$ cat src/rtl/qa_drv_arb_pkg.sv
// Shared types and helpers for the QA driver arbiters.
package qa_drv_arb_pkg;

    localparam int MAX_CLIENTS = 16;

    typedef enum logic {
        ARB_IDLE   = 1'b0,
        ARB_LOCKED = 1'b1
    } t_ARB_STATE;

    // Next round-robin position after idx, wrapping at n.
    function automatic int rr_wrap_inc(input int idx, input int n);
        return (idx + 1 >= n) ? 0 : idx + 1;
    endfunction

endpackage

$ cat src/rtl/qa_drv_tx_arb_if.sv
// Client lanes plus the single host-bound beat channel of the QA driver TX arbiter.
interface qa_drv_tx_arb_if #(
    parameter int N_CLIENTS = 4,
    parameter int UMF_WIDTH = 128
);
    logic [N_CLIENTS-1:0]           client_valid;
    logic [N_CLIENTS*UMF_WIDTH-1:0] client_data;
    logic [N_CLIENTS-1:0]           client_last;
    logic [N_CLIENTS-1:0]           client_deq;
    logic [UMF_WIDTH-1:0]           tx_data;
    logic                           tx_rdy;
    logic                           tx_enable;

    // Clients and host side.
    modport master (
        output client_valid, client_data, client_last, tx_rdy,
        input  client_deq, tx_data, tx_enable
    );

    // Arbiter side.
    modport slave (
        input  client_valid, client_data, client_last, tx_rdy,
        output client_deq, tx_data, tx_enable
    );
endinterface

$ cat src/rtl/qa_drv_rr_pick.sv
// Combinational rotating-priority picker: first set request at or above i_ptr, wrapping.
module qa_drv_rr_pick #(
    parameter  int N  = 4,
    localparam int IW = $clog2(N)
) (
    input  logic [N-1:0]  i_req,
    input  logic [IW-1:0] i_ptr,
    output logic          o_found,
    output logic [IW-1:0] o_idx
);

    logic [N-1:0] w_rot;

    // Bit k of the rotated vector is request (i_ptr + k) mod N.
    assign w_rot = N'({i_req, i_req} >> i_ptr);

    always_comb begin
        o_found = 1'b0;
        o_idx   = '0;
        for (int k = N - 1; k >= 0; k--) begin
            if (w_rot[k]) begin
                o_found = 1'b1;
                o_idx   = IW'((int'(i_ptr) + k) % N);
            end
        end
    end

endmodule

$ cat src/rtl/qa_drv_tx_arb.sv
// Round-robin arbiter sharing the host-bound UMF channel; grants are held for a whole message.
module qa_drv_tx_arb
    import qa_drv_arb_pkg::*;
#(
    parameter  int UMF_WIDTH = 128,
    parameter  int N_CLIENTS = 4,
    parameter  int CNT_WIDTH = 32,
    localparam int IW        = $clog2(N_CLIENTS)
) (
    input  logic                 clk,
    input  logic                 resetb,
    input  logic [N_CLIENTS-1:0] en_mask,
    input  logic                 stat_clear,
    qa_drv_tx_arb_if.slave       bus,
    output logic [IW-1:0]        grant_idx,
    output logic                 locked,
    output logic [CNT_WIDTH-1:0] stat_beats,
    output logic [CNT_WIDTH-1:0] stat_msgs,
    output logic [CNT_WIDTH-1:0] stat_stalls
);

    if (N_CLIENTS < 2 || N_CLIENTS > MAX_CLIENTS) begin : g_bad_cfg
        $error("qa_drv_tx_arb: N_CLIENTS out of range");
    end

    t_ARB_STATE           r_state, w_state_n;
    logic [IW-1:0]        r_owner, w_owner_n;
    logic [IW-1:0]        r_rr_ptr, w_rr_ptr_n;
    logic [CNT_WIDTH-1:0] r_beats, r_msgs, r_stalls;

    logic [N_CLIENTS-1:0] w_elig;
    logic                 w_found;
    logic [IW-1:0]        w_cand;
    logic                 w_go;
    logic                 w_xfer;
    logic                 w_stall;
    logic [IW-1:0]        w_grant;
    logic                 w_last_sel;
    logic [UMF_WIDTH-1:0] w_tx_data;
    logic [N_CLIENTS-1:0] w_deq;

    assign w_elig = bus.client_valid & en_mask;

    qa_drv_rr_pick #(.N(N_CLIENTS)) u_pick (
        .i_req   (w_elig),
        .i_ptr   (r_rr_ptr),
        .o_found (w_found),
        .o_idx   (w_cand)
    );

    // Holding reset low blocks every transfer, so deq/enable are quiet during reset.
    assign w_go = bus.tx_rdy & resetb;

    always_comb begin
        w_state_n  = r_state;
        w_owner_n  = r_owner;
        w_rr_ptr_n = r_rr_ptr;
        w_xfer     = 1'b0;
        w_stall    = 1'b0;
        w_grant    = r_owner;
        case (r_state)
            ARB_IDLE: begin
                if (w_found) begin
                    if (w_go) begin
                        w_xfer  = 1'b1;
                        w_grant = w_cand;
                        if (bus.client_last[w_cand]) begin
                            w_rr_ptr_n = IW'(rr_wrap_inc(int'(w_cand), N_CLIENTS));
                        end else begin
                            w_state_n = ARB_LOCKED;
                            w_owner_n = w_cand;
                        end
                    end else if (!bus.tx_rdy) begin
                        w_stall = 1'b1;
                    end
                end
            end
            ARB_LOCKED: begin
                // The owner is served regardless of en_mask so a message is never split.
                if (bus.client_valid[r_owner]) begin
                    if (w_go) begin
                        w_xfer = 1'b1;
                        if (bus.client_last[r_owner]) begin
                            w_state_n  = ARB_IDLE;
                            w_rr_ptr_n = IW'(rr_wrap_inc(int'(r_owner), N_CLIENTS));
                        end
                    end else if (!bus.tx_rdy) begin
                        w_stall = 1'b1;
                    end
                end
            end
            default: w_state_n = ARB_IDLE;
        endcase
    end

    always_ff @(posedge clk) begin
        if (!resetb) begin
            r_state  <= ARB_IDLE;
            r_owner  <= '0;
            r_rr_ptr <= '0;
        end else begin
            r_state  <= w_state_n;
            r_owner  <= w_owner_n;
            r_rr_ptr <= w_rr_ptr_n;
        end
    end

    assign w_last_sel = bus.client_last[w_grant];

    always_ff @(posedge clk) begin
        if (!resetb || stat_clear) begin
            r_beats  <= '0;
            r_msgs   <= '0;
            r_stalls <= '0;
        end else begin
            if (w_xfer) begin
                r_beats <= r_beats + CNT_WIDTH'(1);
            end
            if (w_xfer && w_last_sel) begin
                r_msgs <= r_msgs + CNT_WIDTH'(1);
            end
            if (w_stall) begin
                r_stalls <= r_stalls + CNT_WIDTH'(1);
            end
        end
    end

    always_comb begin
        w_tx_data = '0;
        w_deq     = '0;
        for (int i = 0; i < N_CLIENTS; i++) begin
            if (w_grant == IW'(i)) begin
                w_tx_data = bus.client_data[i*UMF_WIDTH +: UMF_WIDTH];
                w_deq[i]  = w_xfer;
            end
        end
    end

    assign bus.tx_data    = w_tx_data;
    assign bus.tx_enable  = w_xfer;
    assign bus.client_deq = w_deq;

    assign grant_idx   = w_grant;
    assign locked      = (r_state == ARB_LOCKED);
    assign stat_beats  = r_beats;
    assign stat_msgs   = r_msgs;
    assign stat_stalls = r_stalls;

endmodule

$ cat src/flat_wrapper.sv
// flat-port wrapper written by rule: the top's interface ports become plain ports
module qa_drv_tx_arb_flat import qa_drv_arb_pkg::*;
#(
    parameter  int UMF_WIDTH = 128,
    parameter  int N_CLIENTS = 4,
    parameter  int CNT_WIDTH = 32,
    localparam int IW        = $clog2(N_CLIENTS)
)
  (clk, resetb, en_mask, stat_clear, grant_idx, locked, stat_beats, stat_msgs, stat_stalls, bus_client_valid, bus_client_data, bus_client_last, bus_tx_rdy, bus_client_deq, bus_tx_data, bus_tx_enable);
  qa_drv_tx_arb_if #(.N_CLIENTS(N_CLIENTS), .UMF_WIDTH(UMF_WIDTH)) bus_i ();
  input  logic clk;
  input  logic resetb;
  input  logic [N_CLIENTS-1:0] en_mask;
  input  logic stat_clear;
  output logic [IW-1:0] grant_idx;
  output logic locked;
  output logic [CNT_WIDTH-1:0] stat_beats;
  output logic [CNT_WIDTH-1:0] stat_msgs;
  output logic [CNT_WIDTH-1:0] stat_stalls;
  input wire logic [$bits(bus_i.client_valid)-1:0] bus_client_valid;
  input wire logic [$bits(bus_i.client_data)-1:0] bus_client_data;
  input wire logic [$bits(bus_i.client_last)-1:0] bus_client_last;
  input wire logic [$bits(bus_i.tx_rdy)-1:0] bus_tx_rdy;
  output wire logic [$bits(bus_i.client_deq)-1:0] bus_client_deq;
  output wire logic [$bits(bus_i.tx_data)-1:0] bus_tx_data;
  output wire logic [$bits(bus_i.tx_enable)-1:0] bus_tx_enable;
  assign bus_i.client_valid = bus_client_valid;
  assign bus_i.client_data = bus_client_data;
  assign bus_i.client_last = bus_client_last;
  assign bus_i.tx_rdy = bus_tx_rdy;
  assign bus_client_deq = bus_i.client_deq;
  assign bus_tx_data = bus_i.tx_data;
  assign bus_tx_enable = bus_i.tx_enable;
  qa_drv_tx_arb #(.UMF_WIDTH(UMF_WIDTH), .N_CLIENTS(N_CLIENTS), .CNT_WIDTH(CNT_WIDTH)) u_core (.clk(clk), .resetb(resetb), .en_mask(en_mask), .stat_clear(stat_clear), .bus(bus_i), .grant_idx(grant_idx), .locked(locked), .stat_beats(stat_beats), .stat_msgs(stat_msgs), .stat_stalls(stat_stalls));
endmodule
$ cat config.mk
export PLATFORM = sky130hd
export DESIGN_NAME = qa_drv_tx_arb_flat
export DESIGN_NICKNAME = d
export VERILOG_FILES = /design/src/rtl/qa_drv_arb_pkg.sv /design/src/rtl/qa_drv_tx_arb_if.sv /design/src/rtl/qa_drv_rr_pick.sv /design/src/rtl/qa_drv_tx_arb.sv /design/src/flat_wrapper.sv
export SDC_FILE = /design/constraint.sdc
export NUM_CORES = 1
export LEC_CHECK = 0
export CAP_MARGIN = 10
export CORE_AREA = 2 2 292 294
export DETAILED_ROUTE_END_ITERATION = 8
export DIE_AREA = 0 0 294 296
export PLACE_DENSITY_LB_ADDON = 0.2
export SLEW_MARGIN = 20
export SYNTH_ARGS = -nofsm -noshare
export SYNTH_HDL_FRONTEND = slang
export SYNTH_SLANG_ARGS = --single-unit
$ cat constraint.sdc
create_clock -name clk -period 3.1 [get_ports clk]
set_input_delay 0.465 -clock clk [delete_from_list [all_inputs] [get_ports clk]]
set_output_delay 0.465 -clock clk [all_outputs]
set_load 0.02 [all_outputs]
==> results of run 1 <==
==> through the flow <==
| stage | area, sq um | cells | utilization (%) |
|---|---|---|---|
| 2_1_floorplan | 8920 | 1446 | - |
| 3_3_place_gp | 19500 | 3354 | 23.2 |
| 3_5_place_dp | 19500 | 3354 | 23.2 |
| 4_1_cts | 21800 | 3419 | 25.9 |
| 5_1_grt | 22400 | 3441 | 26.6 |
| 6_report | 22400 | 3443 | 26.6 |
==> power by group <==
part	internal [W]	switching [W]
Clock	0.000564	0.000613
Sequential	0.00130	0.00000653
Combinational	0.00192	0.00161
Total	0.00378	0.00222
==> worst reg2reg max path, delay by kind of cell, from the launching register on <==
kind / cells / cell delay [ps]
buffers and inverters: 3 / 470
AO/OA/AOI/OAI: 3 / 490
flip-flops: 1 / 390
multiplexers: 1 / 610
AND/OR/NAND/NOR: 3 / 870
==> kinds of logic after synthesis <==
kind of cell    after synthesis  share of synthesized area (%)
compound gates              246                           17.8
xor+xnor                     55                           5.40
fa+ha+maj                     3                          0.421
buf+inv                     127                           5.80
flops                       101                           22.7
mux                           7                           1.35
simple gates                907                           46.5
==> cell usage in the layout (no fill, tap or decap), drive strengths merged, types with 21 or more instances in the layout <==
| cell type | synthesis | final |
|---|---|---|
| buf | 28 | 338 |
| xor2 | 29 | 29 |
| nand3 | 34 | 34 |
| a21oi | 49 | 49 |
| o31ai | 22 | 22 |
| dfxtp | 101 | 101 |
| clkdlybuf4s50 | 0 | 615 |
| nand4 | 21 | 21 |
| nand2 | 557 | 557 |
| nor2 | 68 | 68 |
| a31oi | 128 | 128 |
| or4 | 21 | 21 |
| xnor2 | 26 | 26 |
| and3 | 136 | 136 |
==> repair_timing <==
action,CTS,global route
setup buffers,37,11
gates cloned,20,6
setup endpoints to repair,140,126
gates resized for setup,522,146
hold buffers,0,0
pin swaps,32,22
==> registers in the layout, summed over array words and instances (netlist names) <==
register and cells:
u_core.stat_msgs 32, u_core.r_owner 2, u_core.r_rr_ptr 2, u_core.stat_stalls 32
u_core.locked 1, u_core.stat_beats 32
==> how the worst max path moves through the flow <==
stage / start / endpoint / slack [ps] / cells after the start
2_1_floorplan: bus_client_valid[3] / bus_tx_data[100] / 9 / 11
3_3_place_gp: bus_client_valid[3] / bus_tx_data[104] / -810 / 13
3_5_place_dp: bus_client_valid[3] / bus_tx_data[104] / -840 / 13
4_1_cts: u_core.r_rr_ptr[0] / bus_tx_data[65] / -170 / 14
5_1_grt: u_core.r_rr_ptr[0] / bus_tx_data[0] / -220 / 14
6_report: u_core.r_rr_ptr[1] / bus_tx_data[65] / -160 / 13
==> layout make-up <==
type                            instances  area share [%]
Clock inverter                          7           0.307
Timing Repair Buffer                  985            49.1
Inverter                               19           0.430
Sequential cell                       101            9.05
Tap cell                             1090            6.08
Clock buffer                            9            1.00
Multi-Input combinational cell       1218            33.8
Antenna cell                           14           0.156
==> metal layers <==
metal / track usage [%] / up-vias
li1: - / 6827
met4: 5.24 / 22
met5: 0 / -
met3: 4.19 / 100
met2: 32.2 / 598
met1: 21.7 / 7027
==> flow_metrics.py, run 1 <==
metrics = {
    "status": {
        "status": "finished, violations left",
        "violations": "setup timing",
    },
    "critical_path": {
        "crit_path_cell_trace": "a21bo_4 -> a211o_1 -> and2_4 -> buf_12 -> buf_16 -> buf_16 -> buf_12 -> buf_6 -> nand2_2 -> and3_4 -> a31oi_1 -> buf_4 -> buf_12",
        "arrival_ps": 2800,
        "worst_path_most_repeated_cell": "buf_12",
        "crit_path_end_kind": "primary output",
        "reg2reg_slack_ps": 200,
        "crit_type": "register to primary output",
        "reg2reg_to": "u_core.stat_msgs[27]",
        "critPathBufInv": 7,
        "r2r_cells": 10,
        "cpLargestDelayFamily": "buffers and inverters",
        "crit_path_start_kind": "register",
        "timing.rr.start": "u_core.r_rr_ptr[1]",
        "cp_slowest_cell": "dfxtp_4",
        "cp.required_ps": 2630,
        "critPathMaxStageDelay_ps": 390,
        "crit_fanout": 7,
    },
    "placed_design": {
        "pre_cts_ws_ps": -843,
        "port_buffers": 759,
        "hpwl_mm": 68.0,
        "gp_congestion": 0.889,
    },
    "drt": {
        "dr.pass1.iters": 5,
        "drt_iter0_markers": 914,
        "drc_errors": 0,
        "wl_mm": 84.8,
        "dr_wl_met3_mm": 5.60,
        "top_layer_used": "met5",
        "post_drt_wl_per_cell_microns": 24.6,
        "via_per_inst": 4.23,
        "ant_nets": 0,
        "via_count": 14600,
        "m1WireLength_mm": 33.8,
        "dr_wl_met2_mm": 43.0,
    },
    "floorplan": {
        "io-pin-count": 760,
        "initial_core_util_pct": 10.6,
        "die_width_microns": 294,
        "die_y_microns": 296,
        "dieArea_sq_um": 87000,
        "core_sq_um": 84200,
        "rows": 107,
    },
    "cts": {
        "cts_tree": "yes",
        "cts_sinks": 101,
        "ctsHtreeMaxLevel": 3,
        "cts_root_buf": "clkbuf_16",
        "numCtsBuffers": 9,
        "cts_buffer_depth": 2,
        "clk_pin_slew_ps": 80,
        "clkLatencyLatePin_ps": 380,
    },
    "pwr": {
        "power.leakage_nw": 8.53,
        "vdd_drop_max_mv": 0.232,
        "power_density_nw_per_um2": 268,
        "p_total_w": 0.00600,
    },
    "min_path": {
        "holdCritStartpoint": "u_core.stat_beats[1]",
        "hold_path_end": "u_core.stat_beats[1]",
        "worst_hold_path_type": "register to register",
        "min_path_cells": 2,
    },
    "global_routing": {
        "grt_overflow_total": 0,
        "antenna_found_initial": 38,
        "grt_use_total_pct": 18.1,
        "grt_pass1_vias": 14600,
        "grt_pass1_wl_mm": 112,
        "grt_start_max_net_pins": 97,
    },
    "logic_synthesis": {
        "synth_nets": 1977,
        "synthTopCellsByCount": "nand2_1 (557), and3_1 (136), a31oi_1 (128)",
        "synthesis.area_sq_um": 8910,
        "syn-instance-count": 1446,
        "synth-async-reset-ratio_pct": 0,
        "yosysWarnings": 0,
        "ys_ff_latch": 101,
        "syn_area_per_cell_sq_um": 6.17,
        "synth_top_area_cell": "nand2_1",
        "synth_cell_type_count": 56,
        "synth.most_common_cell": "nand2_1",
        "synth_area_leaders": "nand2_1 (23%), dfxtp_1 (23%), and3_1 (9.5%)",
        "ys.flop_type": "dfxtp_1",
        "synth_edf_count": 0,
        "synth_top_cell_area_share_pct": 23.5,
        "ys_seq_area_share_pct": 22.7,
    },
    "timing": {
        "worst_pin_slew_ps": 566,
        "rsz0062_at_grt": "true",
        "fin_skew_ps": 12.5,
        "min_period_ps": 3260,
        "finalWorstSetupSlack_ps": -161,
        "maxSlewViolCount": 0,
        "setup_viol": 65,
        "finalHoldViolCount": 0,
        "hold_ws_ps": 498,
        "setup-tns-final_ps": -3430,
        "slew_headroom_pct": 62.2,
        "fmaxAchievable_mhz": 307,
        "timing.final.crit_share_pct": 105,
    },
    "cells_and_area": {
        "fill_cells": 9077,
        "multi_input_area_sq_um": 7580,
        "drive_gt1_share_pct": 23.8,
        "seq_area_sq_um": 2030,
        "layout.nets": 2865,
        "area_delta_synth_final_pct": 151,
    },
    "job": {
        "cap_violations": 0,
    },
}
Power figures use the tool's default switching activity.
==> inputs of run 2 (changes only) <==
CTS_BUF_LIST = sky130_fd_sc_hd__clkbuf_16   (was default)
==> results of run 2 <==
Final layout, timing and power as in run 1 (identical DEF).
